===== config.mk =====
export PLATFORM = sky130hd
export DESIGN_NAME = cdb_writeback_arbiter_flat
export DESIGN_NICKNAME = d
export VERILOG_FILES = /design/src/rtl/cdb_writeback_arbiter_pkg.sv /design/src/rtl/cdb_writeback_arbiter_if.sv /design/src/rtl/cdb_writeback_arbiter_wb_fifo.sv /design/src/rtl/cdb_writeback_arbiter.sv /design/src/flat_wrapper.sv
export SDC_FILE = /design/constraint.sdc
export NUM_CORES = 1
export LEC_CHECK = 0
export CELL_PAD_IN_SITES_DETAIL_PLACEMENT = 0
export CELL_PAD_IN_SITES_GLOBAL_PLACEMENT = 1
export CORE_ASPECT_RATIO = 1.25
export CORE_MARGIN = 8
export CORE_UTILIZATION = 35
export DETAILED_ROUTE_END_ITERATION = 10
export PLACE_DENSITY = 0.65
export SYNTH_ARGS = -nofsm -noshare
export SYNTH_HDL_FRONTEND = slang
export SYNTH_SLANG_ARGS = --single-unit

===== constraint.sdc =====
create_clock -name clk -period 5.5 [get_ports clk]
set_clock_uncertainty 0.1 [all_clocks]
set_input_delay 1.1 -clock clk [delete_from_list [all_inputs] [get_ports clk]]
set_output_delay 1.1 -clock clk [all_outputs]
set_load 0.05 [all_outputs]

===== src/rtl/cdb_writeback_arbiter_pkg.sv =====
// Shared types and sizing for the execute->writeback CDB arbiter.
package cdb_writeback_arbiter_pkg;

    localparam int unsigned NUM_FU     = 3;   // 0=ALU, 1=BRU, 2=LSU
    localparam int unsigned DATA_WIDTH = 32;
    localparam int unsigned PHY_WIDTH  = 6;
    localparam int unsigned ROB_WIDTH  = 5;
    localparam int unsigned FIFO_DEPTH = 2;
    localparam int unsigned SRC_WIDTH  = (NUM_FU > 1) ? $clog2(NUM_FU) : 1;

    typedef struct packed {
        logic [ROB_WIDTH-1:0]  rob_idx;
        logic [PHY_WIDTH-1:0]  phy_rd;
        logic                  rd_we;
        logic [DATA_WIDTH-1:0] data;
    } cdb_packet_t;

endpackage


===== src/rtl/cdb_writeback_arbiter_if.sv =====
// FU result handshake plus CDB broadcast bundle; slave side is the arbiter.
interface cdb_writeback_arbiter_if;
    import cdb_writeback_arbiter_pkg::*;

    logic [NUM_FU-1:0]       fu_valid;
    logic [NUM_FU-1:0]       fu_ready;
    cdb_packet_t [NUM_FU-1:0] fu_result;
    logic                    cdb_valid;
    cdb_packet_t             cdb_packet;
    logic [SRC_WIDTH-1:0]    cdb_src;

    modport master (
        output fu_valid,
        output fu_result,
        input  fu_ready,
        input  cdb_valid,
        input  cdb_packet,
        input  cdb_src
    );

    modport slave (
        input  fu_valid,
        input  fu_result,
        output fu_ready,
        output cdb_valid,
        output cdb_packet,
        output cdb_src
    );

endinterface


===== src/rtl/cdb_writeback_arbiter_wb_fifo.sv =====
// Per-FU result buffer; ready is registered from next-cycle occupancy so a pop never reaches it combinationally.
module wb_fifo
    import cdb_writeback_arbiter_pkg::*;
#(
    parameter int unsigned DEPTH = FIFO_DEPTH
) (
    input  logic        clk,
    input  logic        rst,
    input  logic        flush,
    input  logic        push,
    input  logic        pop,
    input  cdb_packet_t din,
    output cdb_packet_t head_c,
    output logic        empty_c,
    output logic        ready
);

    localparam int unsigned ADDR_W = $clog2(DEPTH);
    localparam int unsigned PTR_W  = ADDR_W + 1;

    logic [PTR_W-1:0] wr_ptr, rd_ptr;
    logic [PTR_W-1:0] wr_ptr_nxt, rd_ptr_nxt;
    logic             full_c, full_nxt_c;
    logic             do_push, do_pop;
    cdb_packet_t      mem [DEPTH];

    assign full_c  = (wr_ptr[PTR_W-1] != rd_ptr[PTR_W-1]) &&
                     (wr_ptr[ADDR_W-1:0] == rd_ptr[ADDR_W-1:0]);
    assign empty_c = (wr_ptr == rd_ptr);
    assign do_push = push && !full_c;
    assign do_pop  = pop && !empty_c;

    // Flush empties the buffer and overrides any same-cycle push or pop
    always_comb begin
        wr_ptr_nxt = wr_ptr;
        rd_ptr_nxt = rd_ptr;
        if (flush) begin
            wr_ptr_nxt = '0;
            rd_ptr_nxt = '0;
        end else begin
            if (do_push) wr_ptr_nxt = wr_ptr + PTR_W'(1);
            if (do_pop)  rd_ptr_nxt = rd_ptr + PTR_W'(1);
        end
    end

    assign full_nxt_c = (wr_ptr_nxt[PTR_W-1] != rd_ptr_nxt[PTR_W-1]) &&
                        (wr_ptr_nxt[ADDR_W-1:0] == rd_ptr_nxt[ADDR_W-1:0]);

    always_ff @(posedge clk or negedge rst) begin
        if (!rst) begin
            wr_ptr <= '0;
            rd_ptr <= '0;
            ready  <= 1'b0;
        end else begin
            wr_ptr <= wr_ptr_nxt;
            rd_ptr <= rd_ptr_nxt;
            ready  <= !full_nxt_c;
        end
    end

    always_ff @(posedge clk) begin
        if (do_push && !flush) mem[wr_ptr[ADDR_W-1:0]] <= din;
    end

    assign head_c = mem[rd_ptr[ADDR_W-1:0]];

endmodule


===== src/rtl/cdb_writeback_arbiter.sv =====
// Buffers FU results and round-robin broadcasts one per cycle on the CDB.
// Optional CDB_PERF_EN adds per-FU saturating stall counters (perf_stall_cnt).
module cdb_writeback_arbiter
    import cdb_writeback_arbiter_pkg::*;
(
    input  logic                       clk,
    input  logic                       rst,
    input  logic                       flush,
    cdb_writeback_arbiter_if.slave     wb
`ifdef CDB_PERF_EN
    ,
    output logic [NUM_FU-1:0][31:0]    perf_stall_cnt
`endif
);

    logic [NUM_FU-1:0]        empty_c;
    logic [NUM_FU-1:0]        ready;
    logic [NUM_FU-1:0]        pop_c;
    cdb_packet_t [NUM_FU-1:0] head_c;

    logic                 gnt_valid_c;
    logic [SRC_WIDTH-1:0] gnt_idx_c;
    logic [SRC_WIDTH-1:0] cand_c;
    logic [SRC_WIDTH-1:0] rr_ptr;

    logic                 cdb_valid_q;
    cdb_packet_t          cdb_packet_q;
    logic [SRC_WIDTH-1:0] cdb_src_q;

    for (genvar i = 0; i < NUM_FU; i++) begin : g_fifo
        wb_fifo #(
            .DEPTH (FIFO_DEPTH)
        ) u_fifo (
            .clk     (clk),
            .rst     (rst),
            .flush   (flush),
            .push    (wb.fu_valid[i] && ready[i]),
            .pop     (pop_c[i]),
            .din     (wb.fu_result[i]),
            .head_c  (head_c[i]),
            .empty_c (empty_c[i]),
            .ready   (ready[i])
        );
    end

    // Round-robin search starting one past the last granted FU
    always_comb begin
        gnt_valid_c = 1'b0;
        gnt_idx_c   = rr_ptr;
        cand_c      = rr_ptr;
        for (int unsigned off = 1; off <= NUM_FU; off++) begin
            cand_c = SRC_WIDTH'((32'(rr_ptr) + off) % NUM_FU);
            if (!gnt_valid_c && !empty_c[cand_c]) begin
                gnt_valid_c = 1'b1;
                gnt_idx_c   = cand_c;
            end
        end
        if (flush) gnt_valid_c = 1'b0;
    end

    always_comb begin
        pop_c = '0;
        for (int i = 0; i < NUM_FU; i++) begin
            pop_c[i] = gnt_valid_c && (gnt_idx_c == SRC_WIDTH'(i));
        end
    end

    // CDB output register; packet and source hold their last value when idle
    always_ff @(posedge clk or negedge rst) begin
        if (!rst) begin
            cdb_valid_q  <= 1'b0;
            cdb_packet_q <= '0;
            cdb_src_q    <= '0;
            rr_ptr       <= SRC_WIDTH'(NUM_FU - 1);
        end else begin
            cdb_valid_q <= gnt_valid_c;
            if (gnt_valid_c) begin
                cdb_packet_q <= head_c[gnt_idx_c];
                cdb_src_q    <= gnt_idx_c;
                rr_ptr       <= gnt_idx_c;
            end
        end
    end

    assign wb.fu_ready   = ready;
    assign wb.cdb_valid  = cdb_valid_q;
    assign wb.cdb_packet = cdb_packet_q;
    assign wb.cdb_src    = cdb_src_q;

`ifdef CDB_PERF_EN
    // Stall = FU offering a result the buffer cannot take; unaffected by flush
    always_ff @(posedge clk or negedge rst) begin
        if (!rst) begin
            perf_stall_cnt <= '0;
        end else begin
            for (int i = 0; i < NUM_FU; i++) begin
                if (wb.fu_valid[i] && !ready[i] && (perf_stall_cnt[i] != 32'hFFFF_FFFF)) begin
                    perf_stall_cnt[i] <= perf_stall_cnt[i] + 32'd1;
                end
            end
        end
    end
`endif

endmodule


===== src/flat_wrapper.sv =====
// flat-port wrapper written by rule: the top's interface ports become plain ports
module cdb_writeback_arbiter_flat import cdb_writeback_arbiter_pkg::*;
  (clk, rst, flush, wb_fu_valid, wb_fu_result, wb_fu_ready, wb_cdb_valid, wb_cdb_packet, wb_cdb_src);
  cdb_writeback_arbiter_if wb_i ();
  input  logic clk;
  input  logic rst;
  input  logic flush;
  input wire logic [$bits(wb_i.fu_valid)-1:0] wb_fu_valid;
  input wire logic [$bits(wb_i.fu_result)-1:0] wb_fu_result;
  output wire logic [$bits(wb_i.fu_ready)-1:0] wb_fu_ready;
  output wire logic [$bits(wb_i.cdb_valid)-1:0] wb_cdb_valid;
  output wire logic [$bits(wb_i.cdb_packet)-1:0] wb_cdb_packet;
  output wire logic [$bits(wb_i.cdb_src)-1:0] wb_cdb_src;
  assign wb_i.fu_valid = wb_fu_valid;
  assign wb_i.fu_result = wb_fu_result;
  assign wb_fu_ready = wb_i.fu_ready;
  assign wb_cdb_valid = wb_i.cdb_valid;
  assign wb_cdb_packet = wb_i.cdb_packet;
  assign wb_cdb_src = wb_i.cdb_src;
  cdb_writeback_arbiter u_core (.clk(clk), .rst(rst), .flush(flush), .wb(wb_i));
endmodule

# ---- After elaboration in Yosys (flattened, before gate mapping)
# Memory sizes are Yosys's and may differ from the RTL's.
# Index checks and enable logic that the tools add are counted.
dict set report totals {
  register_bits 64
  latchBits 0
  ramBits 264
  romBits 0
  output_inout_bits 50
  wordCells 122
  memories 3
}
# name words width read_ports rd_ports_with_merged_regs wr line
set memory_table {}
lappend memory_table {{u_core.g_fifo[0].u_fifo.mem} 2 44 1 0 1 cdb_writeback_arbiter_wb_fifo.sv:25} ;# cdb_packet_t mem [DEPTH];
lappend memory_table {{u_core.g_fifo[1].u_fifo.mem} 2 44 1 0 1 cdb_writeback_arbiter_wb_fifo.sv:25}
lappend memory_table {{u_core.g_fifo[2].u_fifo.mem} 2 44 1 0 1 cdb_writeback_arbiter_wb_fifo.sv:25}
dict set report op_classes {
  addsub 9
  mul 0
  div 3
  n_lt_le_gt_ge 4
  n_eq_ne 17
  shift 0
  muxes 33
  n_bitwise 0
  n_reduce_logical 37
}
# operator n
set op_table {}
lappend op_table {{$mod A32 B2 Y32 const B} 3}
lappend op_table {{$bmux W44 S2} 1}
lappend op_table {{$mux W44} 1}
lappend op_table {{$mux W2} 15}
lappend op_table {{$logic_and A1 B1 Y1} 23}
lappend op_table {{$logic_not A1 Y1} 13}
lappend op_table {{$mux W1} 13}
lappend op_table {{$add A2 B1 Y2 const B} 6}
lappend op_table {{$lt A2 B3 Y1 const B} 4}
lappend op_table {{$add A2 B2 Y3 const B} 2}
lappend op_table {{$bmux W1 S2} 3}
lappend op_table {{$eq A1 B1 Y1} 6}
lappend op_table {{$eq A2 B2 Y1} 3}
lappend op_table {{$ne A1 B1 Y1} 6}
lappend op_table {{$add A2 B1 Y3 const B} 1}
lappend op_table {{$eq A2 B1 Y1 const B} 1}
lappend op_table {{$eq A2 B2 Y1 const B} 1}
lappend op_table {{$logic_not A2 Y1} 1}

# ---- Logic depth before layout (Yosys ltp)
dict set report depth {
  depth_word 18
  mapped_depth 13
}

# ---- Hierarchy
# From an unflattened synthesis, not the netlist that was laid out.
dict set report unflattened {
  cells_unflattened 820
  area_unflattened_um2 13515.5
}
# mod instances cells_per_inst area_each_um2
set modules_own_cells {}
lappend modules_own_cells {{wb_fifo (u_core.g_fifo[0].u_fifo ...)} 2 176 3552.2}
lappend modules_own_cells {{wb_fifo (u_core.g_fifo[2].u_fifo)} 1 175 3512.1}
lappend modules_own_cells {cdb_writeback_arbiter 1 293 2899.0}

# ---- Worst setup path before layout
# Ideal clock, no wire load.
dict set report synth_timing {
  path_kind {input to register}
  startpoint {input wb_fu_valid[1]}
  endpoint {memory u_core.g_fifo[1].u_fifo.mem[0][0] in the netlist's numbering (enable)}
  arrival_ps 4710
  t_required_ps 4891
  slack_ps 181
  cell_stages 3
  n_path_buf 0
  cell_sequence {nand2_1 a21oi_1 nor3b_1}
}
dict set report synth_via {
  elab_chain_cells 5
}
# item line
set synth_rtl {}
lappend synth_rtl {{start, declared} flat_wrapper.sv:8} ;# input wire logic [$bits(wb_i.fu_valid)-1:0] wb_fu_valid;
lappend synth_rtl {{$logic_and A1 B1 Y1} cdb_writeback_arbiter.sv:37} ;# .push (wb.fu_valid[i] && ready[i]),
lappend synth_rtl {{$logic_and A1 B1 Y1} cdb_writeback_arbiter_wb_fifo.sv:30} ;# assign do_push = push && !full_c;
lappend synth_rtl {{$logic_and A1 B1 Y1} cdb_writeback_arbiter_wb_fifo.sv:62} ;# if (do_push && !flush) mem[wr_ptr[ADDR_W-1:0]] <= din;
lappend synth_rtl {{$mux W1} cdb_writeback_arbiter_wb_fifo.sv:62}
lappend synth_rtl {{$mux W1 (not written as such)} cdb_writeback_arbiter_wb_fifo.sv:62}
lappend synth_rtl {{end, declared} cdb_writeback_arbiter_wb_fifo.sv:25}
# No other way between the ends.

==> results.cfg <==
[global_routing]
grt_pass1_vias = 8180
antenna_found_initial = 1
grt_pass1_wl_mm = 49.5
overflow = 0
gr-usage-all-layers_pct = 14.8
grt_max_degree = 64

[timing]
whs_ps = 395
hold_viol = 0
relSlewSlack_pct = 36.5
setup_viol = 0
period_needed_ps = 3970
tightest_slew_ps = 952
rsz0062_at_grt = false
drv_slew = 0
post-route-period-util_pct = 72.3
fmax_mhz = 252
tns_ps = 0

[final_layout]
fillers = 3296
final_nets = 1148
antenna_cells = 0
area_delta_synth_final_pct = 28.1
drive_gt1_share_pct = 13.7

[setup_path]
crit_fanout = 56
cp-end-kind = flip-flop
path_class = reg -> reg
worstRegToRegCells = 12
cp.required_ps = 5750
cp.arrival_ps = 4220
start_kind = flip-flop

[synth]
synth-adder-area-share_pct = 0.289
synth_compound_area_share_pct = 7.05
synthMuxAreaShare_pct = 10.6
ys_seq_area_share_pct = 73.1
syn_avg_cell_area_sq_um = 15.9
synth_ff_type = edfxtp_1
ys_async_sr_fraction_pct = 19.3
synth_cell_type_count = 58
post-synth-top-area-fraction_pct = 61.0
synthCells = 817
synth-xor-area-share_pct = 1.40
synth_top_family_by_area = multiplexers
yosys.area_share.simple_pct = 5.40
synth_edf_count = 264
synth_area_leaders = edfxtp_1, dfrtp_1, mux2i_1, mux2_2, o221ai_1
netlist_area_sq_um = 13000
ys_warn_count = 0
synth-seq-cells = 327
synth_top_area_cell = edfxtp_1
syn-num-nets = 958

[clock_network]
cts_tree = built
clock-sinks = 327
clkLatencyLatePin_ps = 520
cts_resized = 0
post-cts-setup-buffer-count = 0
clockBufferDepth = 3
numCtsBuffers = 35
htreeDepth = 2
holdBufCountCts = 0
cts_root_buf = clkbuf_16
cts.reportedPaths.clkPinSlew_ps = 60

[power]
power_density_nw_per_um2 = 603
leakage_nw = 5.64
vdd_ir_drop_max_v = 0.000480

[floorplanning]
die_area_sq_um = 43600
die_h_um = 231
placementRows = 79
core_sq_um = 37000
io_pins = 188
fp.dieW_um = 188
start_util_pct = 35.2

[placement]
io_buffers = 187
gp_congestion = 0.816
dpl.hpwl_mm = 20.5

[routing]
wl_per_cell_um = 21.4
wl_mm = 32.5
ant_nets = 0
first_pass_iters = 4
drt_iter0_drc = 393
viasPerCell = 4.94
drc = 0
route.vias.total = 7508

[flow_run]
drv_cap = 0

[worst_hold_path]
hold_path_depth = 2
hold_path.class = reg -> reg

[run_status]
status = completed
where the power goes:
group          total (mW)  switching (mW)  internal (mW)
clock                2.46           0.944           1.51
sequential           3.36           0.188           3.17
combinational        4.23            2.81           1.43
sequential cells by signal, indices dropped and copies added, names as in the netlist:
register,count
u_core.wb.cdb_packet,44
u_core.wb.cdb_src,2
u_core.g_fifo.u_fifo.ready,3
u_core.wb.cdb_valid,1
u_core.rr_ptr,1
u_core.g_fifo.u_fifo.wr_ptr,6
u_core.g_fifo.u_fifo.mem,264
u_core.g_fifo.u_fifo.rd_ptr,6
worst paths after layout:
check | start | endpoint | slack (ps)
worst max-delay path | u_core.wb.cdb_src[0] | u_core.wb.cdb_packet[0] | 1530
worst min-delay path | u_core.wb.cdb_packet[38] | u_core.wb.cdb_packet[38] | 400
worst max register to register | u_core.wb.cdb_src[0] | u_core.wb.cdb_packet[0] | 1530
worst min register to register | u_core.wb.cdb_packet[38] | u_core.wb.cdb_packet[38] | 400
max in group asynchronous | rst | u_core.g_fifo[2].u_fifo.rd_ptr[0] | 3960
min in group asynchronous | rst | u_core.wb.cdb_packet[3] | 620
layout make-up:
type | count | area (sq um) | area share, %
tap | 486 | 608 | 3.65
timing repair buffer | 204 | 2010 | 12.1
sequential | 327 | 9510 | 57.1
inverter | 10 | 37.5 | 0.225
multi-input combinational | 429 | 3270 | 19.6
clock inverter | 18 | 218 | 1.31
clock buffer | 45 | 996 | 5.98
synthesized netlist by cell type, drive strengths merged (10+ instances only):
| master | number |
|---|---|
| clkbuf | 30 |
| inv | 10 |
| a21oi | 48 |
| xnor2 | 10 |
| mux2i | 88 |
| edfxtp | 264 |
| nand2 | 50 |
| buf | 21 |
| mux2 | 44 |
| o221ai | 46 |
| nor2 | 66 |
| dfrtp | 62 |
stage by stage:
step	cell area (sq um)	std cells	utilization (%)	total power, mW	setup slack [ps]
3_3_place_gp	15400	1456	41.8	7.63	1690
2_1_floorplan	13000	817	-	6.47	181
5_1_grt	16700	1519	45.0	10.7	1130
6_report	16700	1519	45.0	10.0	1530
4_1_cts	16700	1519	45.0	10.2	1530
3_5_place_dp	15400	1456	41.8	7.73	1580
critical path: stages, from the launching register on:
cell,delay (ps)
dfrtp_1,390
inv_1,90
ha_1,400
inv_1,130
nor4_1,390
a311o_1,290
a22o_1,210
a22oi_2,130
nor2_4,590
buf_4,620
nor2_1,130
a21oi_1,150
o221ai_1,120
placed cells by master, fill, tap and decap left out, types with 17 or more instances in the layout:
cell type,instances
clkbuf_16,37
nand2_1,50
clkdlybuf4s50_1,186
mux2_2,44
nor2_1,63
edfxtp_1,264
buf_4,17
dfrtp_1,59
mux2i_1,88
o221ai_1,46
a21oi_1,47
cells by family (layout without fill, tap and decap cells):
family	Yosys count	count (layout)
flip-flops	327	327
XOR/XNOR	19	19
AO/OA/AOI/OAI	122	122
AND/OR/NAND/NOR	153	153
buffers and inverters	61	277
multiplexers	132	132
adder cells (fa/ha/maj)	3	3
metal layers:
| metal | wire, um | GRT usage (%) | vias up | part of all wire [%] |
|---|---|---|---|---|
| met5 | 12 | 0 | - | 0.037 |
| met3 | 1600 | 3.25 | 46 | 4.9 |
| met1 | 13600 | 17.7 | 3752 | 42 |
| li1 | - | - | 3515 | - |
| met2 | 16800 | 26.7 | 193 | 52 |
| met4 | 600 | 3.96 | 2 | 1.8 |
No activity file was read; power rests on OpenSTA's default activity.
